--- src/rtl/master_port_sp.sv ---
// master_port_sp: bus-side master port issuing single read/write transactions
// with support for slave split responses. A local requester starts a
// transaction; the port arbitrates for the bus, presents it, and reports
// completion. Optional timeout abort is enabled by defining the macro
// MASTER_SP_TIMEOUT_EN; without it the port waits in BUS indefinitely and
// req_err stays 0.
module master_port_sp #(
    parameter int ADDR_W  = 16,
    parameter int DATA_W  = 8,
    parameter int TIMEOUT = 255
) (
    input  logic              clk,
    input  logic              rst_n,
    input  logic              req_start,
    input  logic              req_mode,
    input  logic [ADDR_W-1:0] req_addr,
    input  logic [DATA_W-1:0] req_wdata,
    output logic              req_busy,
    output logic              req_done,
    output logic              req_err,
    output logic [DATA_W-1:0] req_rdata,
    output logic              arb_req,
    input  logic              arb_grant,
    output logic              mode,
    output logic [ADDR_W-1:0] addr,
    output logic [DATA_W-1:0] wdata,
    output logic              valid,
    input  logic [DATA_W-1:0] rdata,
    input  logic              ready,
    input  logic              split
);

    typedef enum logic [2:0] {
        S_IDLE,
        S_REQ,
        S_BUS,
        S_SPLIT_WAIT,
        S_DONE
    } state_t;

    state_t            r_state;
    logic              r_lat_mode;
    logic [ADDR_W-1:0] r_lat_addr;
    logic [DATA_W-1:0] r_lat_wdata;
    logic              r_busy;
    logic              r_done;
    logic [DATA_W-1:0] r_rdata;
    logic              r_arb_req;
    logic              r_mode;
    logic [ADDR_W-1:0] r_addr;
    logic [DATA_W-1:0] r_wdata;
    logic              r_valid;

`ifdef MASTER_SP_TIMEOUT_EN
    localparam logic [7:0] TO_LIMIT = 8'(TIMEOUT);
    logic              r_err;
    logic [7:0]        r_cnt;
    logic [7:0]        w_cnt_inc;

    assign w_cnt_inc = r_cnt + 8'd1;
`endif

    // Transaction FSM; every output is a register updated alongside the state
    always_ff @(posedge clk or negedge rst_n) begin
        if (!rst_n) begin
            r_state     <= S_IDLE;
            r_lat_mode  <= 1'b0;
            r_lat_addr  <= '0;
            r_lat_wdata <= '0;
            r_busy      <= 1'b0;
            r_done      <= 1'b0;
            r_rdata     <= '0;
            r_arb_req   <= 1'b0;
            r_mode      <= 1'b0;
            r_addr      <= '0;
            r_wdata     <= '0;
            r_valid     <= 1'b0;
`ifdef MASTER_SP_TIMEOUT_EN
            r_err       <= 1'b0;
            r_cnt       <= '0;
`endif
        end else begin
            r_done <= 1'b0;
            case (r_state)
                S_IDLE: begin
                    if (req_start) begin
                        r_lat_mode  <= req_mode;
                        r_lat_addr  <= req_addr;
                        r_lat_wdata <= req_wdata;
                        r_arb_req   <= 1'b1;
                        r_busy      <= 1'b1;
                        r_state     <= S_REQ;
                    end
                end
                S_REQ: begin
                    if (arb_grant) begin
                        r_mode  <= r_lat_mode;
                        r_addr  <= r_lat_addr;
                        r_wdata <= r_lat_wdata;
                        r_valid <= 1'b1;
                        r_state <= S_BUS;
`ifdef MASTER_SP_TIMEOUT_EN
                        r_cnt   <= '0;
`endif
                    end
                end
                S_BUS: begin
                    if (ready) begin
                        if (!r_lat_mode) begin
                            r_rdata <= rdata;
                        end
                        r_valid   <= 1'b0;
                        r_arb_req <= 1'b0;
                        r_done    <= 1'b1;
                        r_state   <= S_DONE;
`ifdef MASTER_SP_TIMEOUT_EN
                        r_err     <= 1'b0;
`endif
                    end else if (split) begin
                        r_valid   <= 1'b0;
                        r_arb_req <= 1'b0;
                        r_state   <= S_SPLIT_WAIT;
`ifdef MASTER_SP_TIMEOUT_EN
                        r_cnt     <= '0;
`endif
                    end else if (!arb_grant) begin
                        // grant lost: keep requesting and retry the same fields
                        r_valid <= 1'b0;
                        r_state <= S_REQ;
                    end
`ifdef MASTER_SP_TIMEOUT_EN
                    else if (w_cnt_inc == TO_LIMIT) begin
                        r_valid   <= 1'b0;
                        r_arb_req <= 1'b0;
                        r_done    <= 1'b1;
                        r_err     <= 1'b1;
                        r_state   <= S_DONE;
                    end else begin
                        r_cnt <= w_cnt_inc;
                    end
`endif
                end
                S_SPLIT_WAIT: begin
                    // arbiter re-grants a split master without a request
                    if (arb_grant) begin
                        r_mode    <= r_lat_mode;
                        r_addr    <= r_lat_addr;
                        r_wdata   <= r_lat_wdata;
                        r_valid   <= 1'b1;
                        r_arb_req <= 1'b1;
                        r_state   <= S_BUS;
`ifdef MASTER_SP_TIMEOUT_EN
                        r_cnt     <= '0;
`endif
                    end
                end
                S_DONE: begin
                    r_busy  <= 1'b0;
                    r_state <= S_IDLE;
                end
                default: begin
                    r_state <= S_IDLE;
                end
            endcase
        end
    end

    assign req_busy  = r_busy;
    assign req_done  = r_done;
    assign req_rdata = r_rdata;
    assign arb_req   = r_arb_req;
    assign mode      = r_mode;
    assign addr      = r_addr;
    assign wdata     = r_wdata;
    assign valid     = r_valid;
`ifdef MASTER_SP_TIMEOUT_EN
    assign req_err   = r_err;
`else
    assign req_err   = 1'b0;
`endif

endmodule
--- config.mk ---
export PLATFORM = sky130hd
export DESIGN_NAME = master_port_sp
export DESIGN_NICKNAME = d
export VERILOG_FILES = /design/src/rtl/master_port_sp.sv
export SDC_FILE = /design/constraint.sdc
export NUM_CORES = 1
export LEC_CHECK = 0
export CORE_MARGIN = 2
export CORE_UTILIZATION = 40
export CTS_CLUSTER_SIZE = 10
export DETAILED_ROUTE_END_ITERATION = 10
export GPL_TIMING_DRIVEN = 0
export PLACE_DENSITY = 0.73
export SLEW_MARGIN = 20
export SYNTH_ARGS = -nofsm -noshare
export SYNTH_HDL_FRONTEND = slang
export SYNTH_SLANG_ARGS = --single-unit
export TNS_END_PERCENT = 5
--- constraint.sdc ---
create_clock -name clk -period 1.8 [get_ports clk]
set_clock_uncertainty 0.2 [all_clocks]
set_input_delay 0.36 -clock clk [delete_from_list [all_inputs] [get_ports clk]]
set_output_delay 0.36 -clock clk [all_outputs]
set_load 0.03 [all_outputs]
==> impl_results.md, run 1 <==
- Outcome: finished, final reports clean
- Final Setup Violations: 0
- CTS tree: built
- Clk sinks: 65
- Final Cycle Share: 0.992
- Synth Instances: 160
- Seq/Total Area, Yosys: 0.644
- Crit path arrival time: 1790 ps
- Critical-path top delay cell: clkdlybuf4s50_1
- Dpl cell area: 3400 um2
- Detailed Route WL: 4820 um
- Top-area cell type share of the netlist area: 0.644
- DP Wirelength: 3150 um
- Port bufs: 75
- Mean Syn Cell Area: 15.8 um2
- Required time worst endpoint: 1810 ps
- Worst setup SP type: input pin
- Worst-case reg-to-reg path depth: 5
- R2r endpoint: r_lat_addr[5]
- CP Capture Type: flip-flop
- Initial core utilization: 0.419
- Clk root buf: clkbuf_8
- Maximum fanout along the worst path: 10
- Fillers: 501
- CTS clk-pin slew, worst paths: 70 ps
- RSZ-0062 raised after global routing: yes
- Reg2reg start: r_state[1]
- FF+latch area: 1630 um2
- Core Area: 6030 um2
- Unique masters post-synth: 26
- First-pass GRT wire length: 8000 um
- Fraction of layout cells with a size suffix above 1: 0.356
- Fmax: 560 MHz
- Worst path depth: 5
- Yosys Warn Count: 0
- Kind of critical path: input pin to flip-flop
- Final WS setup: 13.7 ps
- Area grow syn2layout: 47.3%
- Initial drt markers: 23
- Post-synth top cells: dfrtp_1, mux2_2, mux2_1
- Post-route antenna net violation count: 0
- Fin nets: 295
- Worst path max stage delay: 480 ps
- DR vias: 1,595
- Tmin final: 1790 ps
- Vias in the first global route: 1,670
- Total grt overflow: 0
- Vias per std cell: 4.75
- Main flop type after synthesis: dfrtp_1
- Worst Setup SP: arb_grant
- Initial antenna violation count: 0
- Num ports: 77
- Largest net degree at the start of global routing: 46
- Setup TNS: 0 ps
- Area of the multi-input gates: 881 um2
- Crit path to: addr[11]
- Die Wd: 83.5 um
- DRC Markers: 0
- Antenna diodes: 0
- Crit path max-delay family: buffers and inverters
- Synth Register Bits: 65
- Site Rows: 28
- Slew Viols, Final: 0
- Design area: 3720 um2
- RePlAce Congestion: 0.733
- H-tree depth: 3
- Synth area leaders: dfrtp_1, mux2_2, mux2_1
- Most instantiated library cell after synthesis: dfrtp_1
- Post-Place Setup Slack: -542 ps
- Endpoints failing hold: 0
- Total global-route track usage: 0.147
- Number of flops mapped to enable cells by yosys: 0
- Pleak: 1.69 nW
- Max IR drop VDD: 1.08 mV
- Reg2reg setup slack: 80 ps
- Async S/R FF share, synth: 1.00
- Max Cap Viol: 0
- Die height: 83.5 um
- Worst Path Buf+Inv: 2
- Drt first pass iters: 4
- PD cells: 1870 nW/um2
- CTS max path bufs: 2
- Mapped Nets: 199
- Hold WS: 265 ps
- Mapped Area: 2530 um2
- Die area: 6970 um2
- Num CTS Buffers: 9
- Worst hold path type: input pin to asynchronous set/reset pin
- Routed len/inst: 14.4 um
- Critical-path cell list: clkdlybuf4s50_1, nor2b_2, nand2_2, buf_4, mux2_2
- Post-synth top area cell: dfrtp_1
- Worst-Skew Late Latency: 320 ps
==> worst register-to-register path, cell delays in order, from the launching register on <==
cell	delay (ps)
dfrtp_2	410
nand2b_4	160
nor3_4	210
buf_12	140
buf_4	170
mux2_4	310
==> power by group <==
| group | switching, mW | internal [mW] |
|---|---|---|
| sequential | 0.329 | 2.20 |
| combinational | 1.60 | 1.46 |
| clock | 0.527 | 0.851 |
| total | 2.46 | 4.51 |
==> layout by cell type, fill, tap and decap left out, drive strengths merged, types with 2 or more instances in the layout <==
master	instances
o21ai	2
bufinv	2
nor2b	2
buf	17
nor3	4
dfrtp	65
nor2	4
clkbuf	12
nand2	2
nand2b	2
mux2	58
inv	2
clkdlybuf4s50	37
clkinv	2
dlygate4sd2	37
==> per-layer routing <==
metal  GRT usage  up-vias  routed length, um
met5           0        -                  0
met4      0.0704        0                 42
met3      0.0564        4                315
met2       0.212       46               2180
met1       0.194      790               2290
li1            -      755                  -
==> worst min path at each step <==
stage | startpoint | to | slack [ps] | cells past startpoint
final | rst_n | addr[12] | 270 | 2
after global routing | rst_n | r_lat_addr[10] | 270 | 2
after CTS | rst_n | addr[12] | 260 | 2
after detailed placement | rst_n | addr[12] | 70 | 1
after global placement | r_lat_addr[14] | r_lat_addr[14] | 270 | 1
after floorplan | rst_n | addr[0] | -140 | 0
==> final cells by class <==
cell class | count | share of cell area
sequential | 65 | 0.438
multi-input combinational | 85 | 0.237
timing repair buffer | 85 | 0.220
clock buffer | 11 | 0.0407
tap | 75 | 0.0252
clock inverter | 5 | 0.0209
buffer | 8 | 0.0165
inverter | 2 | 0.00202
==> flip-flops by register name, summed over array words and instances (netlist names) <==
signal and cells:
addr 16, arb_req 1, wdata 8, req_busy 1, r_lat_addr 16, req_rdata 8, r_lat_wdata 8, req_done 1
r_lat_mode 1, valid 1, mode 1, r_state 3
==> cells by family (layout without fill, tap and decap cells) <==
kind of cell | count (synthesis) | count (layout) | share of synthesized area
flops | 65 | 65 | 0.644
mux | 58 | 58 | 0.259
simple gates | 16 | 16 | 0.0451
compound gates | 10 | 10 | 0.0287
buf+inv | 10 | 111 | 0.0223
other cells | 1 | 1 | 0.00148
==> stage by stage <==
step	power (mW)	utilization	std cells
6_report	6.97	0.617	336
5_1_grt	7.40	0.617	336
4_1_cts	6.93	0.604	328
3_5_place_dp	5.72	0.564	311
3_3_place_gp	5.65	0.559	310
2_1_floorplan	4.51	-	160
==> timing repair <==
item | 4_1_cts | 5_1_grt
hold endpoints to repair | 20 | 0
cloned | 0 | 2
buffers inserted | 0 | 6
pin swaps | 0 | 2
endpoints found under the setup margin | 84 | 47
hold buffers | 1 | 0
gates resized for setup | 52 | 7
Note: power is estimated with default switching activity, not from simulation.
==> inputs of run 2 (changes only) <==
--- a/config.mk
+++ b/config.mk
@@ -5,6 +5,7 @@
 export SDC_FILE = /design/constraint.sdc
 export NUM_CORES = 1
 export LEC_CHECK = 0
+export CAP_MARGIN = 20
 export CORE_MARGIN = 2
 export CORE_UTILIZATION = 40
 export CTS_CLUSTER_SIZE = 10
==> constraint.sdc (replaced) <==
create_clock -name clk -period 1.5 [get_ports clk]
set_clock_uncertainty 0.2 [all_clocks]
set_input_delay 0.3 -clock clk [delete_from_list [all_inputs] [get_ports clk]]
set_output_delay 0.3 -clock clk [all_outputs]
set_load 0.03 [all_outputs]
==> run 2 against run 1 <==
The run now ends with negative setup slack left. Final cell count grew 1.8%. Non-clock buffer count grew 6. Routed wire length grew 9.3%. Count of clock-buffer cells in the layout grew 2. Largest power group unchanged. Highest routed layer unchanged.
==> impl_results.md, run 2 (synthesis results as in run 1) <==
- Tmin final: 1630 ps
- Hold Path Depth: 2
- Fin nets: 301
- Required time worst endpoint: 1520 ps
- Endpoints failing hold: 0
- Fraction of layout cells with a size suffix above 1: 0.528
- First-pass GRT wire length: 8840 um
- DRC Markers: 0
- Reg2reg setup slack: -130 ps
- Outcome: finished with violations
- Worst setup SP type: flip-flop
- Port bufs: 75
- Combinational group share of total power: 0.496
- Total grt overflow: 0
- Fmax: 614 MHz
- Clk sinks: 65
- Vias per std cell: 4.85
- Die Wd: 83.5 um
- Largest net degree at the start of global routing: 34
- Max Cap Viol: 0
- DR vias: 1,659
- RSZ-0062 raised after global routing: yes
- CTS max path bufs: 2
- Area grow syn2layout: 55.6%
- Leading cell type in the layout, fill and taps excluded: dfrtp_1
- CTS tree: built
- Antenna diodes: 0
- Site Rows: 28
- Reg2reg start: r_state[1]
- Clk root buf: clkbuf_8
- RePlAce Congestion: 0.754
- Total global-route track usage: 0.164
- Core Area: 6030 um2
- Power share of the clock group: 0.149
- Die height: 83.5 um
- Dpl cell area: 3390 um2
- Maximum fanout along the worst path: 6
- Vias in the first global route: 1,749
- Final Setup Violations: 58
- Worst-case reg-to-reg path depth: 5
- Initial drt markers: 27
- Fillers: 476
- Slew Viols, Final: 0
- Violations in the final reports: negative setup slack
- CTS clk-pin slew, worst paths: 60 ps
- H-tree depth: 3
- Max IR drop VDD: 1.14 mV
- Die area: 6970 um2
- Switching Share: 0.357
- Worst-Skew Late Latency: 330 ps
- Final WS setup: -129 ps
- Routed len/inst: 15.4 um
- Kind of critical path: flip-flop to flip-flop
- Internal: 5.61 mW
- Hold endpoint: r_state[0]
- Pleak: 1.76 nW
- Initial core utilization: 0.419
- Worst hold path type: input pin to flip-flop
- Post-route antenna net violation count: 0
- PD cells: 2220 nW/um2
- Initial antenna violation count: 0
- Detailed Route WL: 5270 um
- Final Cycle Share: 1.09
- R2r endpoint: r_lat_addr[13]
- FF+latch area: 1630 um2
- Design area: 3930 um2
- Most frequent cells in the layout: dfrtp_1, clkdlybuf4s15_2, clkdlybuf4s50_1
- Area of the multi-input gates: 988 um2
- Crit path arrival time: 1650 ps
- Drt first pass iters: 4
- Num CTS Buffers: 9
- Total power: 8.73 mW
- CP Capture Type: flip-flop
- Sequential share of power: 0.356
- DP Wirelength: 3230 um
- Num ports: 77
- Hold path start: arb_grant
- Net load switching power: 3.11 mW
-- run 2: cell count changes in the layout (fill, tap and decap cells not counted), moves of 3 or more --
cell,delta
clkdlybuf4s15_2,+36
mux2_2,-17
mux2_4,+20
mux2_1,-3
dlygate4sd2_1,-35
buf_8,+4
buf_6,+4
-- run 2: repair_timing --
item,4_1_cts,5_1_grt
gates resized for setup,168,11
hold buffers,1,0
endpoints found under the hold margin,32,0
gates cloned,2,0
buffers inserted,10,2
pin swaps,3,2
endpoints found under the setup margin,97,93
-- run 2: final cells by class --
type / instances / area share
Clock inverter: 3 / 0.00382
Clock buffer: 13 / 0.0404
Multi-Input combinational cell: 85 / 0.252
Buffer: 8 / 0.0223
Tap cell: 75 / 0.0239
Inverter: 2 / 0.00191
Sequential cell: 65 / 0.414
Timing Repair Buffer: 91 / 0.242
-- run 2: power groups by stage --
stage	combinational, mW	sequential (mW)	clock, mW
floorplan	1.39	4.03	0
global placement	3.70	3.08	0
detailed placement	3.75	3.12	0
CTS	4.29	3.10	1.34
global route	4.56	3.23	1.43
finish	4.33	3.10	1.30
-- run 2: worst max-delay path: stages (launching register included) --
cell	delay (ps)
dfrtp_2	420
nand2b_4	160
nor3_4	150
buf_6	150
buf_8	130
mux2_4	300
-- run 2: routing by layer --
layer / vias up / share of wire / routed length (um) / track usage
li1: 761 / - / - / -
met1: 839 / 0.43 / 2260 / 0.205
met2: 51 / 0.50 / 2640 / 0.257
met3: 8 / 0.057 / 300 / 0.0643
met4: 0 / 0.013 / 67 / 0.0660
met5: - / 0 / 0 / 0
-- run 2: worst max-delay path by stage --
stage	slack [ps]	from	to
2_1_floorplan	-210	r_state[1]	r_lat_addr[15]
3_3_place_gp	-2200	rst_n	r_lat_wdata[5]
3_5_place_dp	-780	arb_grant	addr[7]
4_1_cts	-180	r_state[1]	r_lat_addr[9]
5_1_grt	-170	r_state[1]	r_lat_wdata[2]
6_report	-130	r_state[1]	r_lat_addr[13]
-- run 2: metrics by stage --
stage / TNS (ps) / setup slack, ps / utilization / hold slack, ps / cells
floorplan: -7730 / -212 / - / -196 / 160
global placement: -182110 / -2200 / 0.559 / 273 / 310
detailed placement: -40020 / -778 / 0.562 / 69.4 / 311
CTS: -7230 / -176 / 0.646 / 208 / 340
global route: -8460 / -175 / 0.652 / 208 / 342
finish: -4180 / -129 / 0.652 / 211 / 342
